<file path="config.mk">
export PLATFORM = sky130hd
export DESIGN_NAME = mips_cpu_muldiv_ctrl
export DESIGN_NICKNAME = d
export VERILOG_FILES = /design/src/rtl/mips_cpu_muldiv_ctrl.sv
export SDC_FILE = /design/constraint.sdc
export NUM_CORES = 1
export LEC_CHECK = 0
export ABC_AREA = 1
export ABC_CLOCK_PERIOD_IN_PS = 2900
export BUFFER_PORTS_ARGS = -buffer_cell sky130_fd_sc_hd__buf_2
export CAP_MARGIN = 20
export CORE_MARGIN = 2
export CORE_UTILIZATION = 45
export CTS_CLUSTER_DIAMETER = 100
export CTS_CLUSTER_SIZE = 20
export DETAILED_ROUTE_END_ITERATION = 8
export GPL_TIMING_DRIVEN = 0
export HOLD_SLACK_MARGIN = 0.02
export MAX_ROUTING_LAYER = met4
export PLACE_DENSITY = 0.71
export SYNTH_ARGS = -nofsm -noshare
export SYNTH_HDL_FRONTEND = slang
export SYNTH_SLANG_ARGS = --single-unit
export TNS_END_PERCENT = 5
</file>
<file path="constraint.sdc">
create_clock -name clk -period 2.9 [get_ports clk]
set_input_delay 0.435 -clock clk [delete_from_list [all_inputs] [get_ports clk]]
set_output_delay 0.435 -clock clk [all_outputs]
set_load 0.01 [all_outputs]
</file>
<file path="src/rtl/mips_cpu_muldiv_ctrl.sv">
`default_nettype none
// ============================================================================
// Module      : mips_cpu_muldiv_ctrl
// Description : Multi-cycle MULT/MULTU/DIV/DIVU sequencer owning HI/LO.
//               32-iteration shift-add multiply / restoring divide + fixup.
// Revision    : 1.0 - initial release
// ============================================================================
module mips_cpu_muldiv_ctrl (
    input  logic        clk,
    input  logic        reset,
    input  logic        clk_enable,
    input  logic        start,
    input  logic [1:0]  op,
    input  logic [31:0] rs_val,
    input  logic [31:0] rt_val,
    input  logic        hi_we,
    input  logic        lo_we,
    input  logic [31:0] wdata,
    output logic        busy,
    output logic [31:0] hi,
    output logic [31:0] lo
);

    localparam logic [1:0] c_idle  = 2'd0;
    localparam logic [1:0] c_run   = 2'd1;
    localparam logic [1:0] c_fixup = 2'd2;

    logic [1:0]  r_state;
    logic [5:0]  r_cnt;
    logic        r_busy;
    logic [31:0] r_hi;
    logic [31:0] r_lo;
    logic        r_is_div;
    logic        r_neg_res;
    logic        r_neg_rem;
    logic        r_dbz;
    logic [31:0] r_rs_raw;
    logic [31:0] r_opnd;
    logic [63:0] r_acc;

    // Operand magnitudes and sign flags, used only on the accept edge
    logic        w_a_neg;
    logic        w_b_neg;
    logic [31:0] w_a_mag;
    logic [31:0] w_b_mag;

    assign w_a_neg = op[0] & rs_val[31];
    assign w_b_neg = op[0] & rt_val[31];
    assign w_a_mag = w_a_neg ? (32'd0 - rs_val) : rs_val;
    assign w_b_mag = w_b_neg ? (32'd0 - rt_val) : rt_val;

    // Multiply: acc = {partial product, remaining multiplier bits}
    logic [32:0] w_mul_sum;
    logic [63:0] w_mul_next;

    assign w_mul_sum  = {1'b0, r_acc[63:32]} + {1'b0, (r_acc[0] ? r_opnd : 32'd0)};
    assign w_mul_next = {w_mul_sum, r_acc[31:1]};

    // Divide: acc = {remainder, dividend bits shifting into quotient}
    logic [32:0] w_div_hi;
    logic        w_div_ge;
    logic [31:0] w_div_trial;
    logic [63:0] w_div_next;

    assign w_div_hi    = r_acc[63:31];
    assign w_div_ge    = (w_div_hi >= {1'b0, r_opnd});
    assign w_div_trial = r_acc[62:31] - r_opnd;
    assign w_div_next  = w_div_ge ? {w_div_trial, r_acc[30:0], 1'b1}
                                  : {r_acc[62:31], r_acc[30:0], 1'b0};

    logic [63:0] w_prod;
    logic [31:0] w_quot;
    logic [31:0] w_rem;

    assign w_prod = r_neg_res ? (64'd0 - r_acc) : r_acc;
    assign w_quot = r_neg_res ? (32'd0 - r_acc[31:0]) : r_acc[31:0];
    assign w_rem  = r_neg_rem ? (32'd0 - r_acc[63:32]) : r_acc[63:32];

    always_ff @(posedge clk) begin
        if (reset) begin
            r_state   <= c_idle;
            r_cnt     <= 6'd0;
            r_busy    <= 1'b0;
            r_hi      <= 32'd0;
            r_lo      <= 32'd0;
            r_is_div  <= 1'b0;
            r_neg_res <= 1'b0;
            r_neg_rem <= 1'b0;
            r_dbz     <= 1'b0;
            r_rs_raw  <= 32'd0;
            r_opnd    <= 32'd0;
            r_acc     <= 64'd0;
        end else if (clk_enable) begin
            case (r_state)
                c_idle: begin
                    if (hi_we) r_hi <= wdata;
                    if (lo_we) r_lo <= wdata;
                    if (start) begin
                        r_state   <= c_run;
                        r_busy    <= 1'b1;
                        r_cnt     <= 6'd0;
                        r_is_div  <= op[1];
                        r_neg_res <= w_a_neg ^ w_b_neg;
                        r_neg_rem <= w_a_neg;
                        r_dbz     <= op[1] & (rt_val == 32'd0);
                        r_rs_raw  <= rs_val;
                        // Multiply keeps the multiplier in acc; divide keeps the dividend
                        r_opnd    <= op[1] ? w_b_mag : w_a_mag;
                        r_acc     <= {32'd0, (op[1] ? w_a_mag : w_b_mag)};
                    end
                end
                c_run: begin
                    r_acc <= r_is_div ? w_div_next : w_mul_next;
                    r_cnt <= r_cnt + 6'd1;
                    if (r_cnt == 6'd31) r_state <= c_fixup;
                end
                c_fixup: begin
                    r_state <= c_idle;
                    r_busy  <= 1'b0;
                    if (!r_is_div) begin
                        r_hi <= w_prod[63:32];
                        r_lo <= w_prod[31:0];
                    end else if (r_dbz) begin
                        r_hi <= r_rs_raw;
                        r_lo <= 32'hFFFF_FFFF;
                    end else begin
                        r_hi <= w_rem;
                        r_lo <= w_quot;
                    end
                end
                default: begin
                    r_state <= c_idle;
                    r_busy  <= 1'b0;
                end
            endcase
        end
    end

    assign busy = r_busy;
    assign hi   = r_hi;
    assign lo   = r_lo;

endmodule
`default_nettype wire
</file>
==> metrics <==
outcome=complete, no violations; Fin. Hold Viols=0; # clock sinks=205; Synth Cell Area=19900 um2; layout cells sized above 1=8.73%; DR vias/cell=5.95; die height=214 um; Worst Setup Start Kind=flop; Switching Fraction=43.6%; Cell Pwr Density=405 nW/um2; CP startpoint=r_acc[49]; # IOs=169; NumNets Final=3926; Overall Power=8980 uW; Iteration-0 DRC Markers=3460; unrepaired setup endpoints after global routing=yes; largest net degree at the start of global routing=21; Reg power frac=35.7%; Post-DRT Antenna Nets=0; Yosys cell types=54; worst vdd ir=486 uV; IO buf count=166; Setup CP Type=reg -> reg; Initial Util=45.3%; detailed-route DRC error count=0; syn avg cell area=5.59 um2; htree depth=1; wire per inst=23.9 um; minimum clock period=2.85 ns; via count=25900; # setup viols final=0; Max Root-Sink Buffers=3; Synth async-reset ratio=0%; Gate Count Post-Synth=3561; DP HPWL=85800 um; core area=43900 um2; final wirelength=104000 um; Yosys Warn Count=0; Critical R2R Launch=r_acc[49]; Seq cells post-synth=205; fin crit share=98.4%; area growth from synthesis to layout=11.4%; CP endpoint kind=flop; worst-skew pair later-pin latency=0.54 ns; Setup Skew=0.0376 ns; internal power=5070 uW; clock slew seen by the registers of the worst setup and hold paths=0.09 ns; GRT Total Usage=44.9%; Final Hold Slack=0.199 ns; Psw=3910 uW; drt pass-1 iters=8; commonest non-fill, non-tap cell in the layout=nand2_1; row cnt=77; Final Max Slew Viols=0; Worst Path Arrival=3.22 ns; combinational share of power=37.3%; Worst EP required=3.27 ns; share of the synthesized area in the top cell type=20.6%; initial antenna violation count=3; first-pass GRT wire length=151000 um; vias in the first global route=23100; syn_nets=3736; Max-Cap Viols=0; hold wc startpoint=wdata[1]; EDFF count, synth=0; worst-margin pin slew=1.17 ns; post-route insts no fill=4352; CTS root buffer=clkbuf_16; Final GP Congestion=1.11; total gr overflow=0; sequential share of the synthesized area=20.6%; DIE AREA=45900 um2; CTS Buf Count=17; Area contributors post-synth=dfxtp_1, nand2_1, inv_1; CTS Hold Bufs=0; die width=214 um; most frequent cells in the layout=nand2_1, inv_1, nor2_1; CTS tree=done; slew margin rel.=21.7%; setup TNS=0 ns; FMAX=350 MHz; post-synth top area cell=dfxtp_1; maximum fanout along the worst path=10; dominant synthesized flop cell=dfxtp_1; clock share of power=27.0%; Leakage=0.0111 uW; Hold Crit Class=in -> reg; Placed Cells=4320
[sequential cells by signal, indices dropped and copies added (netlist names)]
signal	cells
hi	32
r_acc	64
r_dbz	1
r_rs_raw	32
lo	32
busy	1
r_cnt	6
r_state	2
r_neg_rem	1
r_opnd	32
r_is_div	1
r_neg_res	1
[power by group through the flow]
| stage | sequential, uW | clock (uW) | combinational, uW |
|---|---|---|---|
| 6_report | 3200 | 2430 | 3350 |
| 5_1_grt | 3210 | 2490 | 3590 |
| 4_1_cts | 3180 | 2410 | 3220 |
| 3_5_place_dp | 3250 | 0 | 3200 |
| 3_3_place_gp | 3250 | 0 | 3210 |
| 2_1_floorplan | 3190 | 0 | 2010 |
[synthesized netlist by cell type (41+ instances only)]
cell,number
o211ai_1,41
nand4_1,67
nor2_1,365
nand3_1,283
inv_1,463
ha_1,69
clkbuf_1,106
o21ai_0,328
dfxtp_1,205
nand2_1,982
xor2_1,62
a21oi_1,340
[critical path, stage by stage (launching register included)]
cell     delay (ns)
dfxtp_1        0.72
ha_1           0.42
nand2_1        0.11
nand2_1        0.08
nand2_1        0.07
nand2_1        0.09
a21oi_2        0.16
nor2_1         0.10
nor2_4         0.20
nand2_8        0.12
nor2_4         0.12
buf_4          0.20
nand2_1        0.08
nand3_1        0.13
a21oi_1        0.08
[per-stage QoR]
| step | instance area [um2] | worst slack (ns) | util [%] |
|---|---|---|---|
| 3_5_place_dp | 21500 | -0.748 | 48.9 |
| 4_1_cts | 22100 | 0.000845 | 50.2 |
| 3_3_place_gp | 21500 | -0.749 | 48.9 |
| 2_1_floorplan | 19900 | 0.311 | - |
| 6_report | 22200 | 0.0459 | 50.5 |
| 5_1_grt | 22200 | -0.0476 | 50.5 |
[area by class of cell]
class	instances	area (um2)
diodes	3	7.51
repair buffers	171	888
plain buffers	146	634
well taps	592	741
flip-flops and latches	205	4120
inverters	479	1800
multi-input cells	2731	13500
clock buffers	17	425
clock inverters	8	96.3
fillers	5031	21800
[worst paths after layout]
| path | endpoint | slack [ns] | depth (start not counted) |
|---|---|---|---|
| max | r_acc[44] | 0.05 | 14 |
| min | hi[1] | 0.20 | 3 |
| max reg2reg | r_acc[44] | 0.05 | 14 |
| min reg2reg | r_cnt[1] | 0.50 | 2 |
[metal layers]
metal	GRT usage [%]	up-vias	part of all wire (%)
li1	-	12000	-
met1	61.8	11900	41
met2	63.4	1777	40
met3	8.58	289	13
met4	20.4	0	5.7
met5	-	-	0
[logic make-up (layout without fill, tap and decap cells)]
family | count (synthesis) | after routing | synth area share (%)
and+or+nand+nor | 1799 | 1799 | 38.4
AOI/OAI and AO/OA | 790 | 790 | 21.2
buffers and inverters | 625 | 821 | 12.1
DFF | 205 | 205 | 20.6
adders and majority gates | 71 | 71 | 4.54
xor gates and xnor gates | 71 | 71 | 3.13
other | 0 | 3 | 0
[timing repair]
item	4_1_cts	5_1_grt
endpoints found under the setup margin	23	31
gates resized for setup	14	27
endpoints found under the hold margin	0	0
setup buffers	0	4
pin swaps	1	2
Power figures use the tool's default switching activity.
